===== src/rtl/mux_scan_ctrl_if.sv =====
// Scan controller <-> MUX_4to1 / requester bundle.
// slave: the scan controller. master: whoever drives start and the mux output.
interface mux_scan_ctrl_if;
   logic       start;
   logic       mux_out;
   logic [1:0] sel;
   logic       busy;
   logic       done;
   logic [3:0] data;

   modport master (
      output start,
      output mux_out,
      input  sel,
      input  busy,
      input  done,
      input  data
   );

   modport slave (
      input  start,
      input  mux_out,
      output sel,
      output busy,
      output done,
      output data
   );
endinterface


===== src/rtl/mux_scan_ctrl.sv =====
// Scan controller for a 4:1 bit mux: walks sel 0..3, holds each select for
// DWELL cycles, samples mux_out on the last dwell cycle and publishes the
// assembled 4-bit word with a one-cycle done pulse.
module mux_scan_ctrl #(
   parameter int unsigned DWELL = 2,
   parameter int unsigned CNT_W = 4
) (
   input logic            clk,
   input logic            rst_n,
   mux_scan_ctrl_if.slave bus
);

   typedef enum logic [1:0] {
      S_IDLE = 2'd0,
      S_SCAN = 2'd1,
      S_DONE = 2'd2
   } state_t;

   localparam logic [CNT_W-1:0] CNT_LAST = CNT_W'(DWELL - 1);

   state_t           state_q;
   logic [1:0]       sel_q;
   logic [CNT_W-1:0] cnt_q;
   logic             busy_q;
   logic             done_q;
   logic [3:0]       data_q;
   logic [2:0]       shadow_q;   // samples for sel 0..2; sel 3 goes straight to data

   logic             last_dwell_d;
   logic [CNT_W-1:0] cnt_inc_d;

   // Sample-cycle decode and dwell counter increment.
   always_comb begin
      last_dwell_d = (cnt_q == CNT_LAST);
      cnt_inc_d    = cnt_q + CNT_W'(1);
   end

   // Scan FSM; every output is driven straight from a flop.
   always_ff @(posedge clk or negedge rst_n) begin
      if (!rst_n) begin
         state_q  <= S_IDLE;
         sel_q    <= 2'd0;
         cnt_q    <= '0;
         busy_q   <= 1'b0;
         done_q   <= 1'b0;
         data_q   <= 4'b0000;
         shadow_q <= 3'b000;
      end else begin
         case (state_q)
            S_IDLE: begin
               sel_q  <= 2'd0;
               cnt_q  <= '0;
               busy_q <= 1'b0;
               done_q <= 1'b0;
               if (bus.start) begin
                  state_q <= S_SCAN;
                  busy_q  <= 1'b1;
               end
            end

            S_SCAN: begin
               if (last_dwell_d) begin
                  cnt_q <= '0;
                  case (sel_q)
                     2'd0: begin
                        shadow_q[0] <= bus.mux_out;
                        sel_q       <= 2'd1;
                     end
                     2'd1: begin
                        shadow_q[1] <= bus.mux_out;
                        sel_q       <= 2'd2;
                     end
                     2'd2: begin
                        shadow_q[2] <= bus.mux_out;
                        sel_q       <= 2'd3;
                     end
                     default: begin
                        // Final select: publish the word in the same edge that raises done.
                        state_q <= S_DONE;
                        data_q  <= {bus.mux_out, shadow_q};
                        done_q  <= 1'b1;
                        busy_q  <= 1'b0;
                        sel_q   <= 2'd0;
                     end
                  endcase
               end else begin
                  cnt_q <= cnt_inc_d;
               end
            end

            S_DONE: begin
               // One-cycle pulse; start is deliberately not looked at here.
               state_q <= S_IDLE;
               done_q  <= 1'b0;
               busy_q  <= 1'b0;
               sel_q   <= 2'd0;
               cnt_q   <= '0;
            end

            default: begin
               state_q <= S_IDLE;
               sel_q   <= 2'd0;
               cnt_q   <= '0;
               busy_q  <= 1'b0;
               done_q  <= 1'b0;
            end
         endcase
      end
   end

   // Registered outputs onto the bundle.
   always_comb begin
      bus.sel  = sel_q;
      bus.busy = busy_q;
      bus.done = done_q;
      bus.data = data_q;
   end

endmodule


===== src/flat_wrapper.sv =====
// flat-port wrapper written by rule: the top's interface ports become plain ports
module mux_scan_ctrl_flat 
#(
   parameter int unsigned DWELL = 2,
   parameter int unsigned CNT_W = 4
)
  (clk, rst_n, bus_start, bus_mux_out, bus_sel, bus_busy, bus_done, bus_data);
  mux_scan_ctrl_if bus_i ();
  input logic clk;
  input logic rst_n;
  input wire logic [$bits(bus_i.start)-1:0] bus_start;
  input wire logic [$bits(bus_i.mux_out)-1:0] bus_mux_out;
  output wire logic [$bits(bus_i.sel)-1:0] bus_sel;
  output wire logic [$bits(bus_i.busy)-1:0] bus_busy;
  output wire logic [$bits(bus_i.done)-1:0] bus_done;
  output wire logic [$bits(bus_i.data)-1:0] bus_data;
  assign bus_i.start = bus_start;
  assign bus_i.mux_out = bus_mux_out;
  assign bus_sel = bus_i.sel;
  assign bus_busy = bus_i.busy;
  assign bus_done = bus_i.done;
  assign bus_data = bus_i.data;
  mux_scan_ctrl #(.DWELL(DWELL), .CNT_W(CNT_W)) u_core (.clk(clk), .rst_n(rst_n), .bus(bus_i));
endmodule

===== config.mk =====
export PLATFORM = sky130hd
export DESIGN_NAME = mux_scan_ctrl_flat
export DESIGN_NICKNAME = d
export VERILOG_FILES = /design/src/rtl/mux_scan_ctrl_if.sv /design/src/rtl/mux_scan_ctrl.sv /design/src/flat_wrapper.sv
export SDC_FILE = /design/constraint.sdc
export NUM_CORES = 1
export LEC_CHECK = 0
export CORE_MARGIN = 5
export CORE_UTILIZATION = 45
export DETAILED_ROUTE_END_ITERATION = 6
export PLACE_DENSITY = 0.68
export SYNTH_ARGS = -nofsm -noshare
export SYNTH_HDL_FRONTEND = slang
export SYNTH_SLANG_ARGS = --single-unit
export TNS_END_PERCENT = 100

===== constraint.sdc =====
create_clock -name clk -period 1.65 [get_ports clk]
set_input_delay 0.33 -clock clk [delete_from_list [all_inputs] [get_ports clk]]
set_output_delay 0.33 -clock clk [all_outputs]
set_load 0.05 [all_outputs]

; Word level (Yosys, flattened, before mapping)
; Cells that the tools add are included.
[totals]
regBits = 17
out_inout_bits = 8
input_bits = 4
elab_cells = 43
[op_classes]
n_reduce_logical = 9
n_addsub = 1
n_eq_ne = 7
n_bitwise = 1
n_mux = 16
[op_table]
columns = cell, count
row1 = $reduce_and A3 Y1, 5
row2 = $mux W2, 5
row3 = $mux W4, 2
row4 = $mux W1, 6
row5 = $pmux W2 S3, 1
row6 = $add A4 B1 Y4 const B, 1
row7 = $eq A2 B1 Y1 const B, 2
row8 = $eq A4 B1 Y1 const B, 1
row9 = $logic_not A2 Y1, 2
row10 = $ne A2 B2 Y1 const B, 2
row11 = $pmux W2 S2, 1
row12 = $reduce_or A3 Y1, 1
row13 = $eq A2 B2 Y1 const B, 1
row14 = $ne A2 B1 Y1 const B, 1
row15 = $pmux W1 S2, 1
row16 = $reduce_and A2 Y1, 1
row17 = $not A1 Y1, 1

; Longest topological paths before layout
[depth]
ltp_word = 5
ltp_mapped = 6

; Worst setup path before layout
; Ideal clock, no wire load.
[synth_path]
path_type = register -> register
startpoint = register u_core.sel_q[1], in the netlist u_core.bus.sel[1]
endpoint = register u_core.data_q[0], in the netlist u_core.bus.data[0]
stages_incl_launch_ff = 5
path_buffers = 1
setup_ns = 0.125
slack_ns = 0.015
t_arrival_ns = 1.510
path_cell_list = dfrtp_1 ha_1 and3_1 buf_6 mux2_4
[synth_between]
elab_chain_len = 4
word_cells_on_any_way = 6
cone_classes = eq/ne (2) / bitwise (1) / reduce/logical (3)
[synth_lines]
columns = element, line_no
row1 = start: declaration, mux_scan_ctrl.sv:22  ; logic [1:0] sel_q;
row2 = start signal: assignment, mux_scan_ctrl.sv:42  ; sel_q <= 2'd0;
row3 = start signal: assignment, mux_scan_ctrl.sv:51  ; sel_q <= 2'd0;
row4 = start signal: assignment, mux_scan_ctrl.sv:67  ; sel_q <= 2'd1;
row5 = $eq A2 B1 Y1 (tied with other cells), mux_scan_ctrl.sv:64  ; case (sel_q)
row6 = $reduce_or A3 Y1 (no line) *, --
row7 = $not A1 Y1 (no line) *, --
row8 = $reduce_and A3 Y1 (no line) *, --
row9 = end signal: assignment, mux_scan_ctrl.sv:80  ; data_q <= {bus.mux_out, shadow_q};
row10 = end: declaration, mux_scan_ctrl.sv:26  ; logic [3:0] data_q;
; Every way passes the cells marked *; elsewhere a longest branch is shown, timed or not.
; A chain may end at the register's enable or synchronous reset.

; Worst setup path after layout
[layout_path]
startpoint = register u_core.cnt_q[1]
endpoint = register u_core.data_q[1], in the netlist u_core.bus.data[1]
[layout_between]
elab_chain_len = 2
[layout_lines]
columns = element, line_no
row1 = start: declaration, mux_scan_ctrl.sv:23  ; logic [CNT_W-1:0] cnt_q;
row2 = start signal: assignment, mux_scan_ctrl.sv:87  ; cnt_q <= cnt_inc_d;
row3 = $eq A4 B1 Y1, mux_scan_ctrl.sv:34  ; last_dwell_d = (cnt_q == CNT_LAST);
row4 = $reduce_and A3 Y1 (no line), --
; No other way between the ends.

==> impl_metrics.csv <==
group,metric,value,unit
clock_network,post_cts_resized,0,
logic_synthesis,synth-async-reset-ratio,100,%
logic_synthesis,yosysTopAreaCell,"dfrtp_1",
clock_network,cts_tree,"built",
floorplanning,rows,15,
timing,setup_viol,0,
place,dp_hpwl,1020,um
floorplanning,dieArea,2720,um2
routing,vias_per_cell,4.81,
floorplanning,core,1710,um2
global_route,first_global_vias,563,
power,max-vdd-ir-drop,1.04,mV
routing,drt_wl_total,1320,um
power,clkPwrFrac,10.3,%
global_route,grt_max_degree,18,
clock_network,post_cts_buffers,0,
timing,max_slew_margin,81.2,%
logic_synthesis,yosysTopAreaCellShare,53.3,%
timing,tightest_slew,0.282,ns
timing,drv_slew,0,
clock_network,numCtsBuffers,3,
global_route,antenna_found_initial,0,
floorplanning,start_util,46.7,%
timing,max_freq,637,MHz
power,switching_share,42.6,%
finish,fin_nets,90,
setup_path,crit_type,"reg2reg",
clock_network,clock_latency,0.28,ns
timing,hold_viol_final,0,
min_path,min_path_type,"in2async",
logic_synthesis,netlist_instances,62,
routing,wl_per_cell,12.7,um
logic_synthesis,ys_ff_latch,17,
setup_path,rrSetupSlack,0.08,ns
floorplanning,pin_count,12,
clock_network,root_buffer,"clkbuf_4",
finish,drive_gt1_share,29.1,%
timing,worst_clock_skew,0.00350,ns
logic_synthesis,syn_nets,72,
power,p_total,2120,uW
logic_synthesis,synth_ff_type,"dfrtp_1",
finish,final_common_cell,"dfrtp_1",
logic_synthesis,ys_types,20,
floorplanning,die_x,52.1,um
setup_path,required,1.82,ns
clock_network,ctsHoldBuffers,0,
floorplanning,die_h,52.1,um
routing,drt_iter0_drc,3,
power,power.switching,903,uW
routing,via_count,500,
timing,fin_crit,1.57,ns
finish,area_delta_synth_final,22.6,%
global_route,overflow,0,
setup_path,start_kind,"flip-flop",
logic_synthesis,avgSynthCellArea,12.9,um2
timing,holdWs,0.364,ns
global_route,grtUsageTotal,12.2,%
job,maxCapViolCount,0,
clock_network,cts.path.max_buffers,2,
logic_synthesis,synth.area.top_cells,"dfrtp_1 53%, ha_1 9.4%, mux2_4 7.5%",
setup_path,setup.worst_path.end_class,"flip-flop",
power,p_int,1210,uW
finish,diodes,0,
status,status,"finished clean",
global_route,grt_pass1_wl,2440,um
clock_network,cts.clk_slew.worst_paths,0.10,ns
place,portBuffers,11,
place,gp_congestion,0.673,
finish,final_util,57.3,%
finish,layout_common_cells,"17 x dfrtp_1, 10 x nor2_1, 10 x buf_4",
logic_synthesis,synth_edf_count,0,
setup_path,cp_max_fo,5,
logic_synthesis,yosysSeqAreaShare,53.3,%
power,pwr-share-comb,54.8,%
routing,ant_nets,0,
clock_network,cts_sinks,17,
routing,drc,0,
clock_network,htreeDepth,1,
routing,drt_first_pass_iters,3,
timing,setup-tns-final,0,ns
timing,rsz0062_at_grt,"no",
power,p_leak,0.000479,uW
logic_synthesis,yosysWarnings,0,
power,power_frac_seq,34.9,%
power,cellPowerDensity,2160,nW/um2
logic_synthesis,netlist_area,798,um2
setup_path,cp_data_arrival_time,1.74,ns
timing,post-route-period-util,95.2,%
## power groups by stage
| stage | Clock [uW] | Sequential (uW) | Combinational [uW] |
|---|---|---|---|
| floorplan | 0 | 1040 | 501 |
| global placement | 0 | 737 | 1160 |
| detailed placement | 0 | 746 | 1180 |
| CTS | 223 | 741 | 1190 |
| global route | 236 | 768 | 1260 |
| finish | 218 | 739 | 1160 |
## critical path, cell delays in order, from the launching register on
cell     delay, ns
dfrtp_1       0.41
inv_1         0.07
ha_1          0.13
nor3b_2       0.17
and3_1        0.35
mux2_4        0.33
## worst paths after layout
check,from,endpoint,depth (start not counted)
worst max-delay path,u_core.cnt_q[1]$_DFF_PN0_,u_core.bus.data[1]$_DFFE_PN0P_,5
max in group asynchronous,rst_n,u_core.bus.data[3]$_DFFE_PN0P_,2
worst min-delay path,rst_n,u_core.bus.sel[0]$_DFFE_PN0N_,2
worst min register to register,u_core.cnt_q[0]$_DFF_PN0_,u_core.cnt_q[0]$_DFF_PN0_,1
min in group clk,u_core.cnt_q[0]$_DFF_PN0_,u_core.cnt_q[0]$_DFF_PN0_,1
worst max register to register,u_core.cnt_q[1]$_DFF_PN0_,u_core.bus.data[1]$_DFFE_PN0P_,5
## registers in the layout, indices dropped and copies added, names as in the netlist
name	cells
u_core.bus.done	1
u_core.state_q	2
u_core.cnt_q	4
u_core.bus.busy	1
u_core.bus.data	4
u_core.shadow_q	3
u_core.bus.sel	2
## logic make-up (layout without fill, tap and decap cells)
logic type | after synthesis | count (layout) | synth area share, %
DFF | 17 | 17 | 53.3
adders and majority gates | 6 | 6 | 9.40
buffers and inverters | 5 | 22 | 4.23
muxes | 8 | 8 | 13.0
and+or+nand+nor | 20 | 20 | 14.0
AOI/OAI and AO/OA | 4 | 4 | 3.92
xor gates and xnor gates | 2 | 2 | 2.19
## cell usage after synthesis (all sizes together), types with 2 or more instances
cell type and instances:
dfrtp 17, inv 3, nand3 4, mux2 7
nor2 10, or2b 2, ha 6, buf 2
## layout make-up
type                    count  area [um2]
clock buffers               4        26.3
well taps                  25        31.3
flip-flops and latches     17         425
multi-input cells          40         339
inverters                   3        11.3
repair buffers             15         145
fillers                   150         729
## stage by stage
step / cells / setup WS (ns) / cell area, um2
final: 104 / 0.0792 / 978
after global routing: 104 / 0.00594 / 978
after CTS: 104 / 0.0740 / 978
after detailed placement: 100 / 0.0891 / 952
after global placement: 100 / 0.160 / 952
after floorplan: 62 / 0.0147 / 798
## layer usage
layer | global-route usage (%) | part of all wire [%] | vias to the layer above
li1 | - | - | 241
met1 | 16.0 | 44 | 249
met2 | 19.0 | 51 | 6
met3 | 2.58 | 2.7 | 4
met4 | 5.24 | 2.0 | 0
met5 | 0 | 0 | -
Note: power is estimated with default switching activity, not from simulation.
